## config.mk

```make
export PLATFORM = sky130hd
export DESIGN_NAME = cpu_player
export DESIGN_NICKNAME = d
export VERILOG_FILES = /design/src/rtl/cpu_player.sv
export SDC_FILE = /design/constraint.sdc
export NUM_CORES = 1
export LEC_CHECK = 0
export ABC_AREA = 0
export CORE_ASPECT_RATIO = 0.5
export CORE_UTILIZATION = 50
export CTS_BUF_LIST = sky130_fd_sc_hd__clkbuf_8
export DETAILED_ROUTE_END_ITERATION = 7
export PLACE_DENSITY = 0.75
export SYNTH_ARGS = -nofsm -noshare
export SYNTH_HDL_FRONTEND = slang
export SYNTH_SLANG_ARGS = --single-unit
```

## constraint.sdc

```tcl
create_clock -name clk -period 6.3 [get_ports clk]
set_input_delay 1.26 -clock clk [delete_from_list [all_inputs] [get_ports clk]]
set_output_delay 1.26 -clock clk [all_outputs]
set_load 0.05 [all_outputs]
```

## src/rtl/cpu_player.sv

```systemverilog
// -----------------------------------------------------------------------------
// cpu_player
//   Autonomous opponent that drives the right-hand push-button line in place of
//   a human player. It watches the round cues and emits press pulses on pb_cpu,
//   which is muxed onto pbr ahead of the button receive chain. Reaction time,
//   false-start rate and speed-round tap rate scale with the difficulty input.
//   Runs in the 500 Hz clk domain.
//
// Ports
//   clk          : system clock (500 Hz tick domain)
//   rst          : asynchronous active-low reset
//   enable       : 1 = CPU plays, 0 = forced to IDLE
//   difficulty   : 0 easiest .. 3 hardest
//   leds_on      : round cue lit (level)
//   fake         : current cue is a fake round
//   speed_round  : speed round active (level)
//   clear        : round over / re-arm request from the master controller
//   pb_cpu       : emulated button level (registered)
//   false_start  : one-cycle pulse when the CPU presses on a fake cue
//   presses      : saturating count of pb_cpu rising edges
//   state_o      : current FSM state encoding
//
// Handshake: there is no valid/ready pairing here. All inputs are level
//   signals sampled on every rising clk edge; leds_on is edge-detected
//   internally, and every output is a register updated on the same edge.
// -----------------------------------------------------------------------------
module cpu_player #(
   parameter int unsigned BASE_DELAY   = 90,
   parameter int unsigned DELAY_STEP   = 20,
   parameter logic [7:0]  JITTER_MASK  = 8'h1F,
   parameter int unsigned HOLD         = 4,
   parameter int unsigned SPEED_PERIOD = 64
) (
   input  logic       clk,
   input  logic       rst,
   input  logic       enable,
   input  logic [1:0] difficulty,
   input  logic       leds_on,
   input  logic       fake,
   input  logic       speed_round,
   input  logic       clear,
   output logic       pb_cpu,
   output logic       false_start,
   output logic [7:0] presses,
   output logic [2:0] state_o
);

   typedef enum logic [2:0] {
      ST_IDLE  = 3'd0,
      ST_ARMED = 3'd1,
      ST_WAIT  = 3'd2,
      ST_PRESS = 3'd3,
      ST_DONE  = 3'd4,
      ST_SPEED = 3'd5
   } state_t;

   state_t     state_q, state_d;
   logic [8:0] cnt_q, cnt_d;          // shared: reaction delay, hold, tap phase
   logic [7:0] lfsr_q, lfsr_d;
   logic       leds_on_q;             // registered copy of leds_on
   logic       fake_l_q, fake_l_d;
   logic       go_l_q, go_l_d;
   logic       pb_q, pb_d;
   logic       fs_q, fs_d;
   logic [7:0] presses_q, presses_d;

   logic       cue_w;
   logic       go_w;
   logic [8:0] delay_w;
   logic [8:0] period_w;
   logic [8:0] tap_next_w;

   assign cue_w = leds_on & ~leds_on_q;

   // Galois form of x^8+x^6+x^5+x^4+1; maximal length, so 0 is never reached
   // from a non-zero seed.
   assign lfsr_d = {lfsr_q[6:0], 1'b0} ^ (lfsr_q[7] ? 8'h71 : 8'h00);

   // Harder levels need three zero bits instead of two, so they fall for
   // fake cues half as often.
   assign go_w = difficulty[1] ? (lfsr_q[7:5] == 3'b000) : (lfsr_q[7:6] == 2'b00);

   assign delay_w = 9'(BASE_DELAY) - (9'(difficulty) * 9'(DELAY_STEP))
                  + {1'b0, lfsr_q & JITTER_MASK};

   assign period_w   = 9'(SPEED_PERIOD) >> difficulty;
   assign tap_next_w = (cnt_q >= period_w - 9'd1) ? 9'd0 : cnt_q + 9'd1;

   always_comb begin
      state_d  = state_q;
      cnt_d    = cnt_q;
      fake_l_d = fake_l_q;
      go_l_d   = go_l_q;
      pb_d     = 1'b0;
      fs_d     = 1'b0;

      if (!enable) begin
         state_d = ST_IDLE;
         cnt_d   = 9'd0;
      end else if (clear) begin
         // Also aborts a press in progress, truncating the hold.
         state_d = ST_ARMED;
         cnt_d   = 9'd0;
      end else begin
         case (state_q)
            ST_IDLE: state_d = ST_ARMED;
            ST_ARMED: begin
               if (speed_round) begin
                  state_d = ST_SPEED;
                  cnt_d   = 9'd0;
                  pb_d    = 1'b1;       // tap phase 0 is always inside the hold
               end else if (cue_w) begin
                  state_d  = ST_WAIT;
                  cnt_d    = delay_w;
                  fake_l_d = fake;
                  go_l_d   = go_w;
               end
            end
            ST_WAIT: begin
               if (cnt_q == 9'd0) begin
                  if (fake_l_q && !go_l_q) begin
                     state_d = ST_DONE;
                  end else begin
                     state_d = ST_PRESS;
                     cnt_d   = 9'(HOLD - 1);
                     pb_d    = 1'b1;
                     fs_d    = fake_l_q;
                  end
               end else begin
                  cnt_d = cnt_q - 9'd1;
               end
            end
            ST_PRESS: begin
               if (cnt_q == 9'd0) begin
                  state_d = ST_DONE;
               end else begin
                  cnt_d = cnt_q - 9'd1;
                  pb_d  = 1'b1;
               end
            end
            ST_DONE: state_d = ST_DONE;   // one press per round; wait for clear
            ST_SPEED: begin
               if (!speed_round) begin
                  state_d = ST_DONE;
                  cnt_d   = 9'd0;
               end else begin
                  cnt_d = tap_next_w;
                  pb_d  = (tap_next_w < 9'(HOLD));
               end
            end
            default: begin
               state_d = ST_IDLE;
               cnt_d   = 9'd0;
            end
         endcase
      end
   end

   // Count on the next-state rising edge so presses moves with pb_cpu.
   assign presses_d = (pb_d && !pb_q && (presses_q != 8'hFF)) ? presses_q + 8'd1
                                                              : presses_q;

   always_ff @(posedge clk or negedge rst) begin
      if (!rst) begin
         state_q   <= ST_IDLE;
         cnt_q     <= 9'd0;
         lfsr_q    <= 8'hA5;
         leds_on_q <= 1'b0;
         fake_l_q  <= 1'b0;
         go_l_q    <= 1'b0;
         pb_q      <= 1'b0;
         fs_q      <= 1'b0;
         presses_q <= 8'd0;
      end else begin
         state_q   <= state_d;
         cnt_q     <= cnt_d;
         lfsr_q    <= lfsr_d;
         leds_on_q <= leds_on;
         fake_l_q  <= fake_l_d;
         go_l_q    <= go_l_d;
         pb_q      <= pb_d;
         fs_q      <= fs_d;
         presses_q <= presses_d;
      end
   end

   assign pb_cpu      = pb_q;
   assign false_start = fs_q;
   assign presses     = presses_q;
   assign state_o     = state_q;

endmodule

```

# Word-level counts from Yosys, hierarchy flattened
# Cells that the tools add are included.
[totals] word_cells=84 inputBits=9 reg_bits=33
[classes] addsub=6 n_shift=1 mux=34 multipliers=1 magnitude_cmp=2 reduce_logical=13 n_eq_ne=13 n_bitwise=5
[ops] op="two-way mux 9 bit" count=9
[ops] op="one-hot mux 9 bit (5 select lines)" count=1
[ops] op="two-way mux 3 bit" count=8
[ops] op="one-hot mux 3 bit (6 select lines)" count=1
[ops] op="subtractor 9 x 1 -> 9 bit, second input constant" count=2
[ops] op="inequality test 4 bit, second input constant" count=4
[ops] op="two-way mux 1 bit" count=13
[ops] op="inequality test 5 bit, second input constant" count=2
[ops] op="adder 8 x 6 -> 9 bit" count=1
[ops] op="adder 9 x 1 -> 9 bit, second input constant" count=1
[ops] op="greater-or-equal comparator 9 bit" count=1
[ops] op="zero test 9 bit" count=1
[ops] op="less-than comparator 9 x 3 -> 1 bit, second input constant" count=1
[ops] op=">> shifter 7 x 2 -> 9 bit, first input constant" count=1
[ops] op="adder 8 x 1 -> 8 bit, second input constant" count=1
[ops] op="inequality test 8 bit, second input constant" count=1
[ops] op="AND reduction 4 bit" count=2
[ops] op="subtractor 7 x 7 -> 8 bit, first input constant" count=1
[ops] op="XOR 8 x 7 -> 8 bit" count=1
[ops] op="two-way mux 7 bit" count=1
[ops] op="equality test 3 x 2 -> 1 bit, second input constant" count=2
[ops] op="equality test 3 bit, second input constant" count=2
[ops] op="zero test 3 bit" count=2
[ops] op="multiplier 2 x 3 -> 5 bit, second input constant" count=1
[ops] op="other kinds (10)" count=15

# Depth between registers and ports, before layout
[depth] ltp_word=11 depth_mapped=12

# Worst setup path after synthesis
# OpenSTA, ideal clock, no wires.
[synth_path] kind="input to register" startpoint="input port difficulty[0]" endpoint="register cnt_q[7]" path_stages=11 arrival_time_ns=3.403 n_path_buf=0 setup_slack_ns=2.814 path_cell_list="inv_1 -> ha_1 -> inv_1 -> ha_1 -> ha_1 -> a21oi_1 -> o21ai_0 -> a211oi_1 -> nor3b_1 -> a211oi_1 -> o22ai_1"
[synth_between] elab_chain_len=8
[synth_rtl] element="start, declared" line_no="37" source="input logic [1:0] difficulty,"
[synth_rtl] element="multiplier 2 x 3 -> 5 bit / >> shifter 7 x 2 -> 9 bit (equally long branches)" line_no="83, 86"
[synth_rtl] element="subtractor 7 x 7 -> 8 bit / subtractor 9 x 1 -> 9 bit (equally long branches)" line_no="83, 87"
[synth_rtl] element="adder 8 x 6 -> 9 bit / greater-or-equal comparator 9 bit (equally long branches)" line_no="84, 87"
[synth_rtl] element="two-way mux 9 bit, on equally long branches" line_no="112, 87"
[synth_rtl] element="two-way mux 9 bit, on equally long branches" line_no="108, 143"
[synth_rtl] element="one-hot mux 9 bit (5 select lines) *" line_no="105" source="case (state_q)"
[synth_rtl] element="two-way mux 9 bit *" line_no="100" source="end else if (clear) begin"
[synth_rtl] element="two-way mux 9 bit *" line_no="97" source="if (!enable) begin"
[synth_rtl] element="end signal, assigned" line_no="176" source="cnt_q <= cnt_d;"
[synth_rtl] element="end, declared" line_no="58" source="logic [8:0] cnt_q, cnt_d;"
# Every way passes the cells marked *; elsewhere a longest branch is shown, timed or not. The select of a mux whose other input is x is not followed.
# A chain may end at the register's enable or synchronous reset.

# Final worst setup path
# Same ends and word-level chain as after synthesis.

==> results by group <==
Outcome
  • Status: completed

Placement
  • Port Buf Inserts: 21
  • Pre-CTS setup slack: 1720 ps
  • Placer Congestion: 0.991
  • Post-detail-place hpwl: 4.17 mm
  • Placed cells: approximately 350

Detailed routing
  • Aggregate routed wire length: 5.74 mm
  • Uppermost layer routed: met4
  • Post-DR vias/cell: 6.06
  • DR WL met2: approximately 2.5 mm
  • Vias: 2152
  • Pre-antenna DRT Iters: 5
  • Initial DRC Count: 240
  • Post-route ant nets: 0
  • DR WL/cell: 16.2 um
  • Routed wl met3: roughly 390 um
  • Met1 Wirelength: 2.72 mm
  • Drc violations: 0

Clocking
  • Cts repair resizes: 0
  • CTS Root Cell: clkbuf_8
  • CTS HTree Levels: 2
  • Clock Path Buffers: 2
  • CTS Buf Count: 5
  • Post-CTS Setup Inserts: 0
  • # clock sinks: 33
  • Clock slew at reported path FFs: 70 ps
  • CTS tree: built
  • Clock Latency Late Sink: 300 ps
  • Hold_buf cts: 0

Global routing
  • Gr ovfl total: 0
  • First-pass GRT wire length: 9.64 mm
  • Initial antenna violation count: 0
  • Largest net degree at the start of global routing: 34
  • Vias in the first global route: 2016
  • Overall routing resource usage: 24.8%

Floorplanning
  • Die ar.: 5290 sq um
  • DIE WIDTH: 102 um
  • Initial Util: between 50% and 60%
  • Num rows: 17
  • Core area: approximately 4600 sq um
  • I/O pin cnt: 22
  • Die Height: about 52 um

Worst setup path
  • Max stage delay on crit path: ~910 ps
  • R2R depth: 7
  • RR Startpoint: cnt_q[0]
  • Cell mode on critical path: ha_1
  • Crit path max fanout: 10
  • Kind of critical path: in2reg
  • Worst endpoint required time: approximately 6500 ps
  • CP endpoint kind: register
  • Setup crit start kind: primary input
  • CP Cell Sequence: clkdlybuf4s50_1 > inv_1 > ha_1 > inv_1 > ha_1 > ha_1 > a21oi_1 > o21ai_0 > a211oi_1 > nor3b_1 > a211oi_1 > o22ai_1
  • CP max-delay cell: a211oi_1
  • R2R Path End: presses[1]
  • Crit path DAT: 4490 ps
  • FF-to-FF setup slack: 3430 ps

Yosys
  • Number of synthesized flops with an enable pin: 0
  • Synth top area share: 29.1%
  • Share of the yosys chip area belonging to registers: 33.3%
  • Syn avg cell area: 9.24 sq um
  • #FFs+latches synth: 33
  • Netlist cell types: 59
  • Ys Warns: 0
  • Primary FF master, synth: dfrtp_1
  • Post-Syn Area: ~2500 sq um
  • Ys async rst share: between 90% and 100%
  • Post-Syn Nets: 299
  • Post-synth top area cell: dfrtp_1
  • Main area contributors after synthesis: dfrtp_1 29%, ha_1 9.5%, xor2_1 4.6%
  • Syn Inst Count: between 200 and 300

Timing
  • Slew HR: between 10% and 20%
  • Setup TNS Final: 0 ps
  • Fmax: 0.234 GHz
  • Setup violations, final: 0
  • Final hold vios: 0
  • Final setup margin: 2030 ps
  • Clk_skew: 6.90 ps
  • Final min period: 4270 ps
  • RSZ-0062 raised after global routing: false
  • Count of final max-slew check failures: 0
  • Final period util: 67.8%
  • Worst Tran Pin Value: around 1200 ps

Finish
  • Leading cell type in the layout, fill and taps excluded: dfrtp_1
  • Final Net Count: roughly 320
  • Fin util: 61.7%
  • Share of cells above drive strength 1: 9.34%
  • P&R area growth vs syn: 13.7%
  • Non-Filler Instances: 355
  • N_diodes: 0
  • Commonest cells after routing, fill and taps aside: 29 x dfrtp_1, 21 x a21oi_1, 21 x clkdlybuf4s50_1, 20 x nand2_1, 19 x ha_1

Hold path
  • Min-Delay Path Class: reg2reg
  • Min-delay src: lfsr_q[6]
  • Hold path cells: 0
  • Hold EP: lfsr_q[7]

Flow run
  • Total of max-cap violations: 0

Power
  • LEAKAGE: roughly 1.2 nW
  • VDD IR max: around 0.13 mV
  • Cell Pwr Density: 226 nW/um^2
## registers in the layout (all words and copies together), names as in the netlist
signal	flops
cnt_q	9
lfsr_q	8
presses	8
state_o	3
fake_l_q	1
false_start	1
go_l_q	1
leds_on_q	1
pb_cpu	1
## report_power, final
group | switching, mW | leakage, nW | internal (mW)
Combinational | 0.125 | 0.768 | 0.0708
Sequential | 0.0278 | 0.428 | 0.232
Clock | 0.0842 | 0.0542 | 0.0988
Total | 0.237 | 1.25 | 0.402
## critical path: cells and delay by family
family,cells,cell delay [ps]
AOI/OAI and AO/OA,5,1430
adders and majority gates,3,740
buffers and inverters,3,790
and+or+nand+nor,1,280
## metal layers
layer,vias to the layer above,track usage [%]
met5,-,0
met4,0,9.29
met3,21,6.59
met2,100,38.4
met1,1002,33.5
li1,1029,-
## area by class of cell
cell class,instances,area (sq um)
repair buffers,22,218
clock buffers,7,96.3
multi-input cells,208,1540
clock inverters,1,5.00
flip-flops and latches,33,831
fillers,388,1760
inverters,18,67.6
well taps,66,82.6
## through the flow
step	total power, mW	hold WS (ps)	instance area [sq um]
6_report	0.639	374	2840
5_1_grt	0.674	399	2840
4_1_cts	0.644	379	2840
3_5_place_dp	0.461	362	2730
3_3_place_gp	0.456	359	2730
2_1_floorplan	0.395	351	2490
## Yosys cell counts (3+ instances only)
cell type and instances:
dfrtp_1 29, nand2b_1 5, nor4_1 5, ha_1 19
a21oi_1 21, clkbuf_1 5, nor2_1 15, o21ai_0 14
nor3_1 8, nand4_1 3, nand3_1 6, a31oi_1 3
xnor2_1 8, a211oi_1 6, a221oi_1 3, dfstp_2 4
buf_2 3, o22ai_1 5, nand2_1 20, a21o_1 3
o2bb2ai_1 3, or3_1 3, inv_1 18, xor2_1 13
## worst max path at each step
stage                        from        to  slack (ps)  cells after the start
global route        difficulty[0]  cnt_q[7]        1660                     12
global placement    difficulty[0]  cnt_q[4]        1900                     12
CTS                 difficulty[0]  cnt_q[7]        2040                     12
floorplan           difficulty[0]  cnt_q[7]        2810                     11
finish              difficulty[0]  cnt_q[7]        2030                     12
detailed placement  difficulty[0]  cnt_q[4]        1720                     12
## cell families (layout without fill, tap and decap cells)
family	Yosys count	count (layout)	share of synthesized area [%]
compound gates	77	77	22.3
xor+xnor	21	21	7.38
fa+ha+maj	20	20	10.3
buf+inv	29	48	5.12
flops	33	33	33.3
mux	3	3	1.30
other cells	1	1	0.150
simple gates	86	86	20.1
Note: power is estimated with default switching activity, not from simulation.
